## config.mk

```make
export PLATFORM = sky130hd
export DESIGN_NAME = near_path_pipe
export DESIGN_NICKNAME = d
export VERILOG_FILES = /design/src/rtl/near_path_pipe_pkg.sv /design/src/rtl/lzc.sv /design/src/rtl/near_path_norm.sv /design/src/rtl/near_path_pipe.sv
export SDC_FILE = /design/constraint.sdc
export NUM_CORES = 1
export LEC_CHECK = 0
export ABC_AREA = 1
export BUFFER_PORTS_ARGS = -buffer_cell sky130_fd_sc_hd__buf_2
export CAP_MARGIN = 5
export CORE_MARGIN = 3
export CORE_UTILIZATION = 40
export CTS_BUF_LIST = sky130_fd_sc_hd__clkbuf_4 sky130_fd_sc_hd__clkbuf_8
export DETAILED_ROUTE_END_ITERATION = 6
export GPL_TIMING_DRIVEN = 1
export PLACE_DENSITY = 0.69
export SYNTH_ARGS = -nofsm -noshare
export SYNTH_HDL_FRONTEND = slang
export SYNTH_SLANG_ARGS = --single-unit
```

## constraint.sdc

```tcl
create_clock -name clk -period 6.9 [get_ports clk]
set_input_delay 0.345 -clock clk [delete_from_list [all_inputs] [get_ports clk]]
set_output_delay 0.345 -clock clk [all_outputs]
set_load 0.005 [all_outputs]
```

## src/rtl/near_path_pipe_pkg.sv

```systemverilog
// Shared FPU definitions used by the near-path pipeline.
// Contents:
//   RM_*       rounding-mode encodings (3 bits)
//   lzc_width  width of a leading-zero count for a PRECISION-bit significand
//              extended by one guard bit (the count may reach PRECISION+1)
package near_path_pipe_pkg;

  localparam logic [2:0] RM_RNE = 3'b000;
  localparam logic [2:0] RM_RTZ = 3'b001;
  localparam logic [2:0] RM_RDN = 3'b010;
  localparam logic [2:0] RM_RUP = 3'b011;
  localparam logic [2:0] RM_RMM = 3'b100;

  // Magnitude is PRECISION+1 bits, so the count ranges over 0..PRECISION+1.
  function automatic int lzc_width(input int precision);
    return $clog2(precision + 2);
  endfunction

endpackage

```

## src/rtl/lzc.sv

```systemverilog
// Leading-zero counter.
// Ports:
//   in_i   [WIDTH-1:0]  value to scan from the MSB
//   cnt_o  [CNTW-1:0]   number of leading zeros (WIDTH when in_i is zero)
module lzc #(
  parameter int WIDTH = 49,
  parameter int CNTW  = $clog2(WIDTH + 1)
) (
  input  logic [WIDTH-1:0] in_i,
  output logic [CNTW-1:0]  cnt_o
);

  // Scan upward; the highest set bit is the last one to overwrite the count.
  always_comb begin
    cnt_o = CNTW'(WIDTH);
    for (int i = 0; i < WIDTH; i++) begin
      if (in_i[i]) begin
        cnt_o = CNTW'(WIDTH - 1 - i);
      end else begin
        cnt_o = cnt_o;
      end
    end
  end

endmodule

```

## src/rtl/near_path_norm.sv

```systemverilog
// Near-path normaliser: shift limited by the exponent, result exponent and
// sticky-compressed significand.
// Ports:
//   mag_i    [PRECISION:0]   difference magnitude
//   a_exp_i  [EXPWIDTH-1:0]  biased exponent of the larger operand
//   lz_i     [LZW-1:0]       leading-zero count of mag_i
//   exp_o    [EXPWIDTH-1:0]  normalised exponent (0 when result is subnormal)
//   sig_o    [OUTPC+2:0]     top OUTPC+2 bits of the shifted value plus sticky
module near_path_norm #(
  parameter int EXPWIDTH  = 8,
  parameter int PRECISION = 48,
  parameter int OUTPC     = 24,
  parameter int LZW       = 6
) (
  input  logic [PRECISION:0]  mag_i,
  input  logic [EXPWIDTH-1:0] a_exp_i,
  input  logic [LZW-1:0]      lz_i,
  output logic [EXPWIDTH-1:0] exp_o,
  output logic [OUTPC+2:0]    sig_o
);

  localparam int SHW = (LZW > EXPWIDTH) ? LZW : EXPWIDTH;
  localparam logic [SHW-1:0] SH_ZERO = {SHW{1'b0}};
  localparam logic [SHW-1:0] SH_ONE  = {{(SHW-1){1'b0}}, 1'b1};

  logic [SHW-1:0]     lz_ext_s;
  logic [SHW-1:0]     exp_ext_s;
  logic [SHW-1:0]     sh_s;
  logic [PRECISION:0] norm_s;

  // Shift by lz, but never so far that the exponent would drop below 1;
  // a zero exponent operand is already subnormal and is left unshifted.
  always_comb begin
    lz_ext_s  = SHW'(lz_i);
    exp_ext_s = SHW'(a_exp_i);
    if (exp_ext_s == SH_ZERO) begin
      sh_s = SH_ZERO;
    end else if (lz_ext_s < exp_ext_s) begin
      sh_s = lz_ext_s;
    end else begin
      sh_s = exp_ext_s - SH_ONE;
    end
    norm_s = mag_i << sh_s;
    // A clear leading bit after the limited shift marks a subnormal result.
    if (norm_s[PRECISION]) begin
      exp_o = a_exp_i - EXPWIDTH'(sh_s);
    end else begin
      exp_o = {EXPWIDTH{1'b0}};
    end
    sig_o = {norm_s[PRECISION -: OUTPC + 2], |norm_s[PRECISION-OUTPC-2:0]};
  end

endmodule

```

## src/rtl/near_path_pipe.sv

```systemverilog
// Near-path (close-exponent) subtract pipeline, two stages, valid/ready.
// Stage 1 aligns B by at most one position, subtracts and takes |diff|;
// stage 2 counts leading zeros and normalises into registered outputs.
// Ports:
//   clk, rst_n                     clock, async active-low reset
//   flush_i                        kills both stages on the next edge
//   in_valid_i / in_ready_o        input handshake
//   a_sign_i, a_exp_i, a_sig_i     larger-exponent operand A
//   b_sign_i, b_sig_i              operand B (effective sign)
//   need_shift_b_i                 B is one exponent below A
//   rm_i                           rounding mode
//   tag_i / tag_o                  opaque passthrough tag
//   out_valid_o / out_ready_i      output handshake
//   result_sign_o, result_exp_o, result_sig_o, sig_is_zero_o, a_lt_b_o
module near_path_pipe
  import near_path_pipe_pkg::*;
#(
  parameter int EXPWIDTH  = 8,
  parameter int PRECISION = 48,
  parameter int OUTPC     = 24,
  parameter int TAGW      = 8
) (
  input  logic                 clk,
  input  logic                 rst_n,
  input  logic                 flush_i,
  input  logic                 in_valid_i,
  output logic                 in_ready_o,
  input  logic                 a_sign_i,
  input  logic [EXPWIDTH-1:0]  a_exp_i,
  input  logic [PRECISION-1:0] a_sig_i,
  input  logic                 b_sign_i,
  input  logic [PRECISION-1:0] b_sig_i,
  input  logic                 need_shift_b_i,
  input  logic [2:0]           rm_i,
  input  logic [TAGW-1:0]      tag_i,
  output logic                 out_valid_o,
  input  logic                 out_ready_i,
  output logic                 result_sign_o,
  output logic [EXPWIDTH-1:0]  result_exp_o,
  output logic [OUTPC+2:0]     result_sig_o,
  output logic                 sig_is_zero_o,
  output logic                 a_lt_b_o,
  output logic [TAGW-1:0]      tag_o
);

  localparam int LZW = lzc_width(PRECISION);
  localparam int DW  = PRECISION + 2;

  if (OUTPC + 3 > PRECISION + 1) begin : g_bad_width
    $error("near_path_pipe: OUTPC+3 must not exceed PRECISION+1");
  end

  logic                 s1_valid_r;
  logic [PRECISION:0]   s1_mag_r;
  logic                 s1_sign_r;
  logic [EXPWIDTH-1:0]  s1_exp_r;
  logic [2:0]           s1_rm_r;
  logic [TAGW-1:0]      s1_tag_r;
  logic                 s1_alb_r;

  logic                 s2_free_s;
  logic                 in_fire_s;
  logic                 s1_adv_s;

  logic [DW-1:0]        a_ext_s;
  logic [DW-1:0]        b_ext_s;
  logic [DW-1:0]        diff_s;
  logic [DW-1:0]        neg_s;
  logic                 alb_s;
  logic [PRECISION:0]   mag_s;
  logic                 sign_s;

  logic [LZW-1:0]       lz_s;
  logic [EXPWIDTH-1:0]  norm_exp_s;
  logic [OUTPC+2:0]     norm_sig_s;
  logic                 zero_s;
  logic                 fin_sign_s;
  logic [EXPWIDTH-1:0]  fin_exp_s;
  logic [OUTPC+2:0]     fin_sig_s;

  assign s2_free_s  = !out_valid_o || out_ready_i;
  assign in_ready_o = !s1_valid_r || s2_free_s;
  assign in_fire_s  = in_valid_i && in_ready_o;
  assign s1_adv_s   = s1_valid_r && s2_free_s;

  // Stage 1 datapath: align, subtract in two's complement, take magnitude.
  always_comb begin
    a_ext_s = {1'b0, a_sig_i, 1'b0};
    b_ext_s = {1'b0, b_sig_i, 1'b0} >> need_shift_b_i;
    diff_s  = a_ext_s - b_ext_s;
    neg_s   = {DW{1'b0}} - diff_s;
    alb_s   = diff_s[DW-1];
    if (alb_s) begin
      mag_s  = neg_s[PRECISION:0];
      sign_s = b_sign_i;
    end else begin
      mag_s  = diff_s[PRECISION:0];
      sign_s = a_sign_i;
    end
  end

  // Stage 1 register: valid follows input fire, drains into stage 2, flush wins.
  always_ff @(posedge clk or negedge rst_n) begin
    if (!rst_n) begin
      s1_valid_r <= 1'b0;
      s1_mag_r   <= {(PRECISION+1){1'b0}};
      s1_sign_r  <= 1'b0;
      s1_exp_r   <= {EXPWIDTH{1'b0}};
      s1_rm_r    <= 3'b000;
      s1_tag_r   <= {TAGW{1'b0}};
      s1_alb_r   <= 1'b0;
    end else begin
      if (flush_i) begin
        s1_valid_r <= 1'b0;
      end else if (in_fire_s) begin
        s1_valid_r <= 1'b1;
      end else if (s2_free_s) begin
        s1_valid_r <= 1'b0;
      end else begin
        s1_valid_r <= s1_valid_r;
      end
      if (in_fire_s) begin
        s1_mag_r  <= mag_s;
        s1_sign_r <= sign_s;
        s1_exp_r  <= a_exp_i;
        s1_rm_r   <= rm_i;
        s1_tag_r  <= tag_i;
        s1_alb_r  <= alb_s;
      end else begin
        s1_mag_r  <= s1_mag_r;
        s1_sign_r <= s1_sign_r;
        s1_exp_r  <= s1_exp_r;
        s1_rm_r   <= s1_rm_r;
        s1_tag_r  <= s1_tag_r;
        s1_alb_r  <= s1_alb_r;
      end
    end
  end

  lzc #(
    .WIDTH (PRECISION + 1),
    .CNTW  (LZW)
  ) u_lzc (
    .in_i  (s1_mag_r),
    .cnt_o (lz_s)
  );

  near_path_norm #(
    .EXPWIDTH  (EXPWIDTH),
    .PRECISION (PRECISION),
    .OUTPC     (OUTPC),
    .LZW       (LZW)
  ) u_norm (
    .mag_i   (s1_mag_r),
    .a_exp_i (s1_exp_r),
    .lz_i    (lz_s),
    .exp_o   (norm_exp_s),
    .sig_o   (norm_sig_s)
  );

  // Exact cancellation: zero result whose sign depends only on rounding mode.
  always_comb begin
    zero_s = (s1_mag_r == {(PRECISION+1){1'b0}});
    if (zero_s) begin
      fin_sign_s = (s1_rm_r == RM_RDN);
      fin_exp_s  = {EXPWIDTH{1'b0}};
      fin_sig_s  = {(OUTPC+3){1'b0}};
    end else begin
      fin_sign_s = s1_sign_r;
      fin_exp_s  = norm_exp_s;
      fin_sig_s  = norm_sig_s;
    end
  end

  // Stage 2 / output register: loads only when free, so stalled outputs hold.
  always_ff @(posedge clk or negedge rst_n) begin
    if (!rst_n) begin
      out_valid_o   <= 1'b0;
      result_sign_o <= 1'b0;
      result_exp_o  <= {EXPWIDTH{1'b0}};
      result_sig_o  <= {(OUTPC+3){1'b0}};
      sig_is_zero_o <= 1'b0;
      a_lt_b_o      <= 1'b0;
      tag_o         <= {TAGW{1'b0}};
    end else begin
      if (flush_i) begin
        out_valid_o <= 1'b0;
      end else if (s2_free_s) begin
        out_valid_o <= s1_valid_r;
      end else begin
        out_valid_o <= out_valid_o;
      end
      if (s1_adv_s) begin
        result_sign_o <= fin_sign_s;
        result_exp_o  <= fin_exp_s;
        result_sig_o  <= fin_sig_s;
        sig_is_zero_o <= zero_s;
        a_lt_b_o      <= s1_alb_r;
        tag_o         <= s1_tag_r;
      end else begin
        result_sign_o <= result_sign_o;
        result_exp_o  <= result_exp_o;
        result_sig_o  <= result_sig_o;
        sig_is_zero_o <= sig_is_zero_o;
        a_lt_b_o      <= a_lt_b_o;
        tag_o         <= tag_o;
      end
    end
  end

endmodule

```

==> results.json <==
{
  "status": "finished clean",
  "nets": 2271,
  "synth-adder-area-share": 0.0678,
  "grt_max_degree": 88,
  "postLayoutCoreUtil": 0.461,
  "firstDrtPassIters": 6,
  "slowest_stage": "buf_4",
  "die_h_microns": 181,
  "yosys.area_share.simple": 0.357,
  "io-pin-count": 171,
  "static-leakage-power_nw": 7.33,
  "holdPathEnd": "s1_valid_r$_DFFE_PN0P_",
  "grt.overflow.total": 0,
  "crit_top_cell": "nand2_1",
  "grt_pass1_vias": 11580,
  "period_minus_slack_ps": 5880,
  "clk_pin_slew_ps": 90,
  "synth_nets": 2143,
  "synth_compound_area_frac": 0.153,
  "layout_common_cells": "nand2_1, nand3_1, inv_1",
  "clock_latency_ps": 460,
  "pwr_density_cell_mw_per_mm2": 353,
  "synth_top_family_by_area": "simple AND/OR/NAND/NOR gates",
  "rows": 63,
  "slowest_delay_ps": 450,
  "cp_num_buf_inv": 7,
  "p_int_mw": 2.29,
  "synthToLayoutAreaGrowth_pct": 12.8,
  "antenna_found_initial": 0,
  "fin_cells": 2486,
  "track_usage": 0.201,
  "cts_buffers": 17,
  "ctsRootBufferMaster": "clkbuf_8",
  "cts_tree": "built",
  "cts.path.max_buffers": 2,
  "clkSinkCount": 118,
  "place_congestion": 0.909,
  "die_area_sq_mm": 0.0327,
  "vias_per_cell": 5.06,
  "start_kind": "input port",
  "coreArea_sq_mm": 0.0299,
  "peakVddDrop_mv": 0.187,
  "synth_edf_count": 0,
  "p_comb_frac": 0.646,
  "async_flop_share": 1.00,
  "io_buffers": 170,
  "relSlewSlack": 0.394,
  "start_util": 0.409,
  "syn_area_per_cell_sq_um": 6.25,
  "synth-seq-area-share": 0.242,
  "hpwlAfterDp_microns": 26400,
  "hold_depth": 2,
  "synth_flop_cell": "dfrtp_1",
  "drt-initial-drc-count": 886,
  "cp.arrival_ps": 6200,
  "critPathMaxFanout": 45,
  "max_clock_freq_ghz": 0.170,
  "clockPowerShare": 0.139,
  "cp_data_required_time_ps": 7220,
  "grt_pass1_wl_microns": 56100,
  "holdCritPathClass": "in -> reg",
  "endpoint_kind": "register",
  "hold_start": "flush_i",
  "synth_area_sq_mm": 0.0122,
  "synth_cells": 1955,
  "synth_top_cell_area_share": 0.242,
  "synthTopCellsByArea": "dfrtp_1, nand2_1, nand3_1, ha_1, xor2_1",
  "final_common_cell": "nand2_1",
  "power_frac_seq": 0.216,
  "drv_cap": 0,
  "timing.hold.ws_ps": 42.5,
  "tns_ps": 0,
  "dp_cells": 2453,
  "worstSetupPathType": "in -> reg",
  "power.switching_mw": 2.58,
  "reg2reg_from": "s1_mag_r[1]$_DFFE_PN0P_",
  "n_antenna_cell": 0,
  "setup_violations": 0,
  "synth-xor-area-share": 0.0731,
  "synthMuxAreaShare": 0.0197,
  "die_w_microns": 181,
  "finalClockSkew_ps": 19.7,
  "antenna_left": 0,
  "remaining_drc_errors": 0,
  "layout-drive-gt1-share": 0.133,
  "drt-wirelength-per-cell_microns": 13.3,
  "hold_viol_final": 0,
  "r2r_cells": 69,
  "vias": 12577,
  "power.total_mw": 4.87,
  "yosysTopAreaCell": "dfrtp_1",
  "min_period_over_period": 0.853,
  "cts_setup_buffers": 0,
  "rsz0062_at_grt": "false",
  "worst-slew-pin-transition_ps": 909,
  "drv_slew": 0,
  "ff2ff_setup_slack_ps": 1140,
  "sw_frac_of_total": 0.529,
  "wl_microns": 33200,
  "ys_warn_count": 0,
  "worstReg2RegEnd": "result_exp_o[7]$_DFFE_PN0P_",
  "htree_levels": 4,
  "synth_cell_type_count": 50,
  "cp_top_family": "compound AO/OA/AOI/OAI gates",
  "synth_seq_cells": 118
}
synth_stat cells, types with 24 or more instances:
master    count
buf_2        34
nand2_1     669
xor2_1       81
o211ai_1     24
nor2_1       87
o21ai_0     139
dfrtp_1     118
inv_1       175
o21ai_1      57
ha_1         63
mux2i_1      24
a21oi_1      82
nand3_1     204
clkbuf_1     37
cell type report:
cell class	count	area, sq um
timing repair buffer	193	1030
clock inverter	14	165
fill	3158	16100
inverter	187	702
multi-input combinational	1566	8200
tap	390	488
clock buffer	18	241
sequential	118	2950
per-stage QoR:
stage | instance area (sq um) | setup WS (ps)
floorplan | 12200 | 1060
global placement | 13400 | 691
detailed placement | 13400 | 478
CTS | 13800 | 874
global route | 13800 | 241
finish | 13800 | 1020
power by group through the flow:
stage / sequential (mW) / clock [mW] / combinational (mW)
floorplan: 1.03 / 0 / 2.31
global placement: 1.05 / 0 / 3.10
detailed placement: 1.06 / 0 / 3.13
CTS: 1.05 / 0.691 / 3.14
global route: 1.08 / 0.722 / 3.60
finish: 1.05 / 0.676 / 3.15
worst max path at each step:
stage,from,end,slack [ps],cells after the start
3_3_place_gp,need_shift_b_i,s1_mag_r[48]$_DFFE_PN0P_,690,52
3_5_place_dp,need_shift_b_i,s1_mag_r[48]$_DFFE_PN0P_,480,49
4_1_cts,s1_mag_r[1]$_DFFE_PN0P_,result_exp_o[3]$_DFFE_PN0P_,870,70
6_report,need_shift_b_i,s1_mag_r[48]$_DFFE_PN0P_,1020,49
5_1_grt,need_shift_b_i,s1_mag_r[48]$_DFFE_PN0P_,240,52
2_1_floorplan,need_shift_b_i,s1_mag_r[47]$_DFFE_PN0P_,1060,49
per-layer routing:
layer | GRT usage | vias to the layer above | share of wire
met1 | 0.301 | 5573 | 0.52
met5 | 0 | - | 0
li1 | - | 6661 | -
met2 | 0.301 | 308 | 0.42
met3 | 0.0300 | 35 | 0.046
met4 | 0.0528 | 0 | 0.020
flip-flops by register name, indices dropped and copies added, names as in the netlist:
name           cells
sig_is_zero_o      1
s1_tag_r           8
a_lt_b_o           1
s1_rm_r            3
result_sig_o      27
s1_sign_r          1
out_valid_o        1
s1_exp_r           8
result_exp_o       8
s1_mag_r          49
s1_valid_r         1
result_sign_o      1
s1_alb_r           1
tag_o              8
cell families (layout without fill, tap and decap cells):
| group | Yosys count | count (layout) |
|---|---|---|
| DFF | 118 | 118 |
| and+or+nand+nor | 1040 | 1040 |
| buffers and inverters | 271 | 412 |
| muxes | 24 | 24 |
| xor gates and xnor gates | 102 | 102 |
| adders and majority gates | 65 | 65 |
| AOI/OAI and AO/OA | 335 | 335 |
repair_timing:
action,4_1_cts,5_1_grt
resized for setup,0,1
hold buffers,1,0
setup endpoints to repair,0,6
hold endpoints to repair,45,0
Note: power is estimated with default switching activity, not from simulation.
